$ cat src/rtl/axil_pkg.sv
// Shared AXI-Lite definitions: response codes, channel FSM states and a byte-strobe merge helper.
package axil_pkg;

  localparam logic [1:0] RESP_OKAY   = 2'b00;
  localparam logic [1:0] RESP_SLVERR = 2'b10;

  // Widest supported data bus; narrower callers zero-extend into these widths.
  localparam int MAX_DATA_W = 64;
  localparam int MAX_STRB_W = MAX_DATA_W / 8;

  typedef enum logic {
    W_IDLE,
    W_RESP
  } wr_state_t;

  typedef enum logic {
    R_IDLE,
    R_RESP
  } rd_state_t;

  function automatic logic [MAX_DATA_W-1:0] strb_merge(
    input logic [MAX_DATA_W-1:0] old_val,
    input logic [MAX_DATA_W-1:0] new_val,
    input logic [MAX_STRB_W-1:0] strb
  );
    logic [MAX_DATA_W-1:0] res;
    res = old_val;
    for (int b = 0; b < MAX_STRB_W; b++) begin
      if (strb[b]) res[b*8 +: 8] = new_val[b*8 +: 8];
    end
    return res;
  endfunction

endpackage

$ cat src/rtl/axil_slave_regfile.sv
// AXI-Lite slave register bank with independent write (AW/W/B) and read (AR/R) FSMs.
// Optional macro AXIL_REGFILE_SLVERR_EN: out-of-range accesses answer SLVERR instead of OKAY.
module axil_slave_regfile
  import axil_pkg::*;
#(
  parameter int                        AXI_DATA_WIDTH = 32,
  parameter int                        AXI_ADDR_WIDTH = 32,
  parameter int                        NUM_REGS       = 16,
  parameter logic [AXI_DATA_WIDTH-1:0] REG_RESET      = '0
) (
  input  logic                               aclk,
  input  logic                               areset,
  input  logic [AXI_ADDR_WIDTH-1:0]          s_axil_awaddr,
  input  logic                               s_axil_awvalid,
  output logic                               s_axil_awready,
  input  logic [AXI_DATA_WIDTH-1:0]          s_axil_wdata,
  input  logic [AXI_DATA_WIDTH/8-1:0]        s_axil_wstrb,
  input  logic                               s_axil_wvalid,
  output logic                               s_axil_wready,
  output logic [1:0]                         s_axil_bresp,
  output logic                               s_axil_bvalid,
  input  logic                               s_axil_bready,
  input  logic [AXI_ADDR_WIDTH-1:0]          s_axil_araddr,
  input  logic                               s_axil_arvalid,
  output logic                               s_axil_arready,
  output logic [AXI_DATA_WIDTH-1:0]          s_axil_rdata,
  output logic [1:0]                         s_axil_rresp,
  output logic                               s_axil_rvalid,
  input  logic                               s_axil_rready,
  output logic [NUM_REGS*AXI_DATA_WIDTH-1:0] regs_o,
  output logic [NUM_REGS-1:0]                reg_wr_stb
);

  localparam int STRB_W   = AXI_DATA_WIDTH / 8;
  localparam int ADDR_LSB = $clog2(STRB_W);
  localparam int IDX_W    = $clog2(NUM_REGS);
  localparam int FIELD_W  = AXI_ADDR_WIDTH - ADDR_LSB;

`ifdef AXIL_REGFILE_SLVERR_EN
  localparam logic [1:0] OOR_RESP = RESP_SLVERR;
`else
  localparam logic [1:0] OOR_RESP = RESP_OKAY;
`endif

  logic [AXI_DATA_WIDTH-1:0] regs [NUM_REGS];

  // ---------------------------------------------------------------- decode
  logic [FIELD_W-1:0] aw_field, ar_field;
  logic               aw_ok_in, ar_ok_in;
  logic [IDX_W-1:0]   aw_idx_in, ar_idx_in;

  assign aw_field  = s_axil_awaddr[AXI_ADDR_WIDTH-1:ADDR_LSB];
  assign ar_field  = s_axil_araddr[AXI_ADDR_WIDTH-1:ADDR_LSB];
  assign aw_ok_in  = aw_field < FIELD_W'(NUM_REGS);
  assign ar_ok_in  = ar_field < FIELD_W'(NUM_REGS);
  assign aw_idx_in = aw_field[IDX_W-1:0];
  assign ar_idx_in = ar_field[IDX_W-1:0];

  // ---------------------------------------------------------------- write path
  wr_state_t             wr_state;
  logic                  aw_held, w_held;
  logic [IDX_W-1:0]      aw_idx_q;
  logic                  aw_ok_q;
  logic [AXI_DATA_WIDTH-1:0] wdata_q;
  logic [STRB_W-1:0]     wstrb_q;

  logic                  aw_hs, w_hs, commit;
  logic [IDX_W-1:0]      c_idx;
  logic                  c_ok;
  logic [AXI_DATA_WIDTH-1:0] c_data, merged;
  logic [STRB_W-1:0]     c_strb;
  logic [MAX_DATA_W-1:0] old_ext, new_ext, merged_ext;
  logic [MAX_STRB_W-1:0] strb_ext;

  assign aw_hs  = s_axil_awvalid && s_axil_awready;
  assign w_hs   = s_axil_wvalid && s_axil_wready;
  // A commit can use a held beat, a beat arriving this edge, or one of each.
  assign commit = (wr_state == W_IDLE) && (aw_held || aw_hs) && (w_held || w_hs);
  assign c_idx  = aw_held ? aw_idx_q : aw_idx_in;
  assign c_ok   = aw_held ? aw_ok_q  : aw_ok_in;
  assign c_data = w_held  ? wdata_q  : s_axil_wdata;
  assign c_strb = w_held  ? wstrb_q  : s_axil_wstrb;

  always_comb begin
    // NOTE: every always_comb output gets a default first so no path can infer a latch.
    old_ext  = '0;
    new_ext  = '0;
    strb_ext = '0;
    old_ext[AXI_DATA_WIDTH-1:0] = regs[c_idx];
    new_ext[AXI_DATA_WIDTH-1:0] = c_data;
    strb_ext[STRB_W-1:0]        = c_strb;
    merged_ext = strb_merge(old_ext, new_ext, strb_ext);
  end

  assign merged = merged_ext[AXI_DATA_WIDTH-1:0];

  always_ff @(posedge aclk) begin
    if (areset) begin
      wr_state       <= W_IDLE;
      aw_held        <= 1'b0;
      w_held         <= 1'b0;
      aw_idx_q       <= '0;
      aw_ok_q        <= 1'b0;
      wdata_q        <= '0;
      wstrb_q        <= '0;
      s_axil_awready <= 1'b0;
      s_axil_wready  <= 1'b0;
      s_axil_bvalid  <= 1'b0;
      s_axil_bresp   <= RESP_OKAY;
      reg_wr_stb     <= '0;
      // NOTE: this array is software-visible state with a defined reset value, so it is
      // reset element by element; scratch RAMs without that contract are left unreset.
      for (int i = 0; i < NUM_REGS; i++) regs[i] <= REG_RESET;
    end else begin
      // NOTE: sequential state uses non-blocking assignments only, so every read of
      // regs/holds in this edge sees the pre-edge value.
      reg_wr_stb <= '0;
      unique case (wr_state)
        W_IDLE: begin
          if (commit) begin
            if (c_ok) begin
              regs[c_idx]       <= merged;
              reg_wr_stb[c_idx] <= 1'b1;
            end
            s_axil_bresp   <= c_ok ? RESP_OKAY : OOR_RESP;
            s_axil_bvalid  <= 1'b1;
            s_axil_awready <= 1'b0;
            s_axil_wready  <= 1'b0;
            aw_held        <= 1'b1;
            w_held         <= 1'b1;
            wr_state       <= W_RESP;
          end else begin
            if (aw_hs) begin
              aw_held  <= 1'b1;
              aw_idx_q <= aw_idx_in;
              aw_ok_q  <= aw_ok_in;
            end
            if (w_hs) begin
              w_held  <= 1'b1;
              wdata_q <= s_axil_wdata;
              wstrb_q <= s_axil_wstrb;
            end
            s_axil_awready <= !(aw_held || aw_hs);
            s_axil_wready  <= !(w_held || w_hs);
          end
        end
        W_RESP: begin
          if (s_axil_bready) begin
            s_axil_bvalid  <= 1'b0;
            aw_held        <= 1'b0;
            w_held         <= 1'b0;
            s_axil_awready <= 1'b1;
            s_axil_wready  <= 1'b1;
            wr_state       <= W_IDLE;
          end
        end
        default: wr_state <= W_IDLE;
      endcase
    end
  end

  // ---------------------------------------------------------------- read path
  rd_state_t rd_state;
  logic      ar_hs;

  assign ar_hs = s_axil_arvalid && s_axil_arready;

  always_ff @(posedge aclk) begin
    if (areset) begin
      rd_state       <= R_IDLE;
      s_axil_arready <= 1'b0;
      s_axil_rvalid  <= 1'b0;
      s_axil_rresp   <= RESP_OKAY;
      s_axil_rdata   <= '0;
    end else begin
      unique case (rd_state)
        R_IDLE: begin
          if (ar_hs) begin
            s_axil_rdata   <= ar_ok_in ? regs[ar_idx_in] : '0;
            s_axil_rresp   <= ar_ok_in ? RESP_OKAY : OOR_RESP;
            s_axil_rvalid  <= 1'b1;
            s_axil_arready <= 1'b0;
            rd_state       <= R_RESP;
          end else begin
            s_axil_arready <= 1'b1;
          end
        end
        R_RESP: begin
          if (s_axil_rready) begin
            s_axil_rvalid  <= 1'b0;
            s_axil_arready <= 1'b1;
            rd_state       <= R_IDLE;
          end
        end
        default: rd_state <= R_IDLE;
      endcase
    end
  end

  // ---------------------------------------------------------------- user-side view
  for (genvar g = 0; g < NUM_REGS; g++) begin : g_regs_o
    assign regs_o[g*AXI_DATA_WIDTH +: AXI_DATA_WIDTH] = regs[g];
  end

  // Sub-word address bits and the widened merge bits above the bus width carry no meaning.
  logic unused_bits;
  assign unused_bits = ^{s_axil_awaddr[ADDR_LSB-1:0], s_axil_araddr[ADDR_LSB-1:0], merged_ext};

endmodule

$ cat config.mk
export PLATFORM = sky130hd
export DESIGN_NAME = axil_slave_regfile
export DESIGN_NICKNAME = d
export VERILOG_FILES = /design/src/rtl/axil_pkg.sv /design/src/rtl/axil_slave_regfile.sv
export SDC_FILE = /design/constraint.sdc
export NUM_CORES = 1
export LEC_CHECK = 0
export ABC_AREA = 1
export CAP_MARGIN = 40
export CORE_ASPECT_RATIO = 0.8
export CORE_MARGIN = 4
export CORE_UTILIZATION = 45
export DETAILED_ROUTE_END_ITERATION = 8
export DONT_BUFFER_PORTS = 1
export HOLD_SLACK_MARGIN = 0.08
export SETUP_SLACK_MARGIN = 0.3
export SYNTH_ARGS = -nofsm -noshare
export SYNTH_HDL_FRONTEND = slang
export SYNTH_SLANG_ARGS = --single-unit
$ cat constraint.sdc
create_clock -name aclk -period 2.9 [get_ports aclk]
set_input_delay 0.87 -clock aclk [delete_from_list [all_inputs] [get_ports aclk]]
set_output_delay 0.87 -clock aclk [all_outputs]
set_load 0.005 [all_outputs]
==> flow_metrics.py <==
metrics = {
    "clocking": {
        "post-cts-setup-buffer-count": 0,
        "cts_tree": "done",
        "postCtsHoldBufs": 0,
        "cts_buffer_depth": 3,
        "clock_sinks": 610,
        "cts_made_buffers": 60,
        "root_buffer": "clkbuf_16",
        "clk_pin_slew_ps": 60,
        "h-tree-depth": 2,
        "worstSkewPairLatency_ps": 630,
        "ctsResizeCount": 0,
    },
    "worst_setup_path": {
        "critPathCaptureType": "flop",
        "worstPathRequired_ps": 3150,
        "critPathBufInv": 2,
        "slowest_delay_ps": 480,
        "crit_fanout": 8,
        "startpoint": "aw_held",
        "rr_endpoint": "regs[1][30]",
        "crit_family": "simple AND/OR/NAND/NOR gates",
        "cp_cell_sequence": "inv_2 -> nand2_1 -> nand2_2 -> inv_2 -> nand2_4 -> nor2_4 -> nand4_4 -> nand2_1",
        "slowest_stage": "dfxtp_1",
        "r2r_cells": 8,
        "cp.arrival_ps": 2620,
        "reg2reg_slack_ps": 530,
        "rr_startpoint": "aw_held",
        "path_class": "flop to flop",
        "crit_path_start_kind": "flop",
    },
    "finish": {
        "fillers": 5470,
        "area_delta_synth_final_pct": 11.7,
        "utilization_pct": 51.3,
        "n_antenna_cell": 0,
        "nets": 2957,
        "layout-drive-gt1-share_pct": 12.5,
    },
    "die": {
        "die_x_um": 288,
        "coreArea_um2": 61700,
        "row_count": 81,
        "fp.dieArea_um2": 67000,
        "io_pins": 676,
        "initial_core_util_pct": 45.9,
        "die_h_um": 232,
    },
    "synth": {
        "syn_avg_cell_area_um2": 9.94,
        "synth_top_area_cell": "edfxtp_1",
        "netlist_area_um2": 28300,
        "ys_warn_count": 0,
        "synth_seq_cells": 610,
        "synthCells": 2849,
        "netlist.area_leader.share_pct": 54.3,
        "synth-seq-area-share_pct": 61.2,
        "yosys-top-cells-area": "edfxtp_1, nand2_1, nand3_1",
        "ys_types": 31,
    },
    "placed_design": {
        "dp_hpwl_mm": 80.0,
        "place_ws_ps": 183,
        "place_congestion": 0.948,
        "portBuffers": 0,
    },
    "global_routing": {
        "grt-ovfl-total": 0,
        "antenna_found_initial": 4,
        "grt_pass1_wl_mm": 150,
        "track_usage_pct": 31.0,
        "grt_max_degree": 258,
        "grt_pass1_vias": 20300,
    },
    "min_path": {
        "min_to": "s_axil_rdata[21]",
        "holdPathStages": 1,
        "min_path_type": "input pin to flop",
        "hold_start": "areset",
    },
    "detailed_routing": {
        "dr.pass1.iters": 6,
        "route.detailed.drc": 0,
        "dr_total_vias": 21900,
        "drtIter0Drc": 2786,
        "wl_mm": 108,
        "detail-route-antenna-nets": 0,
        "wl_per_cell_um": 28.9,
        "via_per_inst": 5.87,
    },
    "timing": {
        "setup-violations-final": 0,
        "relSlewSlack_pct": 46.4,
        "worst_slew_pin_slew_ps": 801,
        "hold_violations": 0,
        "min_period_ps": 2370,
        "finalSetupTns_ps": 0,
        "fin_crit_sh_pct": 81.7,
        "finClkSkew_ps": 23.5,
        "setup_ws_ps": 530,
        "clock.fmax_ghz": 0.422,
        "finalMaxSlewViolations": 0,
        "rsz0062_at_grt": "no",
    },
    "power": {
        "power_mw": 19.7,
        "leakagePower_nw": 12.2,
        "irDropWorstVdd_mv": 0.472,
        "power_density_nw_per_um2": 624,
    },
    "run": {
        "drv_cap": 0,
    },
    "status": {
        "run_status": "finished, final reports clean",
    },
}
[flip-flops by register name (all words and copies together), names as in the netlist]
signal	cells
w_held	1
wstrb_q	4
aw_held	1
reg_wr_stb	16
aw_idx_q	4
regs	512
s_axil_arready	1
s_axil_bvalid	1
aw_ok_q	1
rd_state	1
s_axil_rvalid	1
s_axil_wready	1
s_axil_awready	1
wdata_q	32
wr_state	1
s_axil_rdata	32
[logic make-up after synthesis]
group,after synthesis,share of synthesized area (%)
muxes,32,1.13
other,1,0.0132
and+or+nand+nor,1877,31.9
AOI/OAI and AO/OA,93,1.83
DFF,610,61.2
buffers and inverters,236,3.87
[worst max-delay path by stage]
stage	to	slack [ps]	cells after the start
detailed placement	regs[11][6]	180	7
finish	regs[1][30]	530	8
global placement	regs[0][10]	210	10
CTS	regs[1][30]	510	8
floorplan	regs[3][16]	360	9
global route	regs[3][30]	340	8
[layout by cell type, fill, tap and decap left out, drive strengths merged]
cell	n
clkinvlp	7
clkinv	28
clkbuf	72
o211ai	1
nand2	660
dfxtp	98
bufinv	5
or2	1
edfxtp	512
nand4	68
conb	4
nor2	644
nor3	17
o21ai	48
and3	1
a21oi	44
inv	43
nand3	486
mux2i	32
buf	130
[per-layer routing]
metal	GRT usage, %	wire, um	up-vias
met5	0	8	-
li1	-	-	9712
met4	8.34	3350	2
met2	49.5	49400	1406
met1	40.3	41000	10600
met3	11.1	14000	175
[final cells by class]
class,count,area [um^2],share of cell area (%)
Multi-Input combinational cell,2006,9960,31.5
Tap cell,830,1040,3.28
Sequential cell,610,17300,54.8
Inverter,42,169,0.534
Clock buffer,72,1560,4.92
Clock inverter,41,359,1.14
Timing Repair Buffer,130,1210,3.84
[power by group]
part           total, mW  internal, mW  switching (mW)
combinational       1.90         0.490            1.41
clock               7.68          4.28            3.41
sequential          10.2          9.79           0.375
total               19.7          14.6            5.19
[synth_stat cells (all sizes together)]
cell type / count
nand3: 486
o21ai: 48
edfxtp: 512
a21oi: 44
nand2: 660
dfxtp: 98
or2: 1
conb: 1
nor2: 644
buf: 67
nand4: 68
inv: 42
clkbuf: 127
mux2i: 32
and3: 1
nor3: 17
o211ai: 1
[through the flow]
stage | std cells | hold WS, ps | instance area, um^2
after floorplan | 2852 | 455 | 28300
after global placement | 3618 | 462 | 29700
after detailed placement | 3618 | 472 | 29700
after CTS | 3731 | 284 | 31600
after global routing | 3731 | 291 | 31600
final | 3731 | 318 | 31600
No activity file was read; power rests on OpenSTA's default activity.
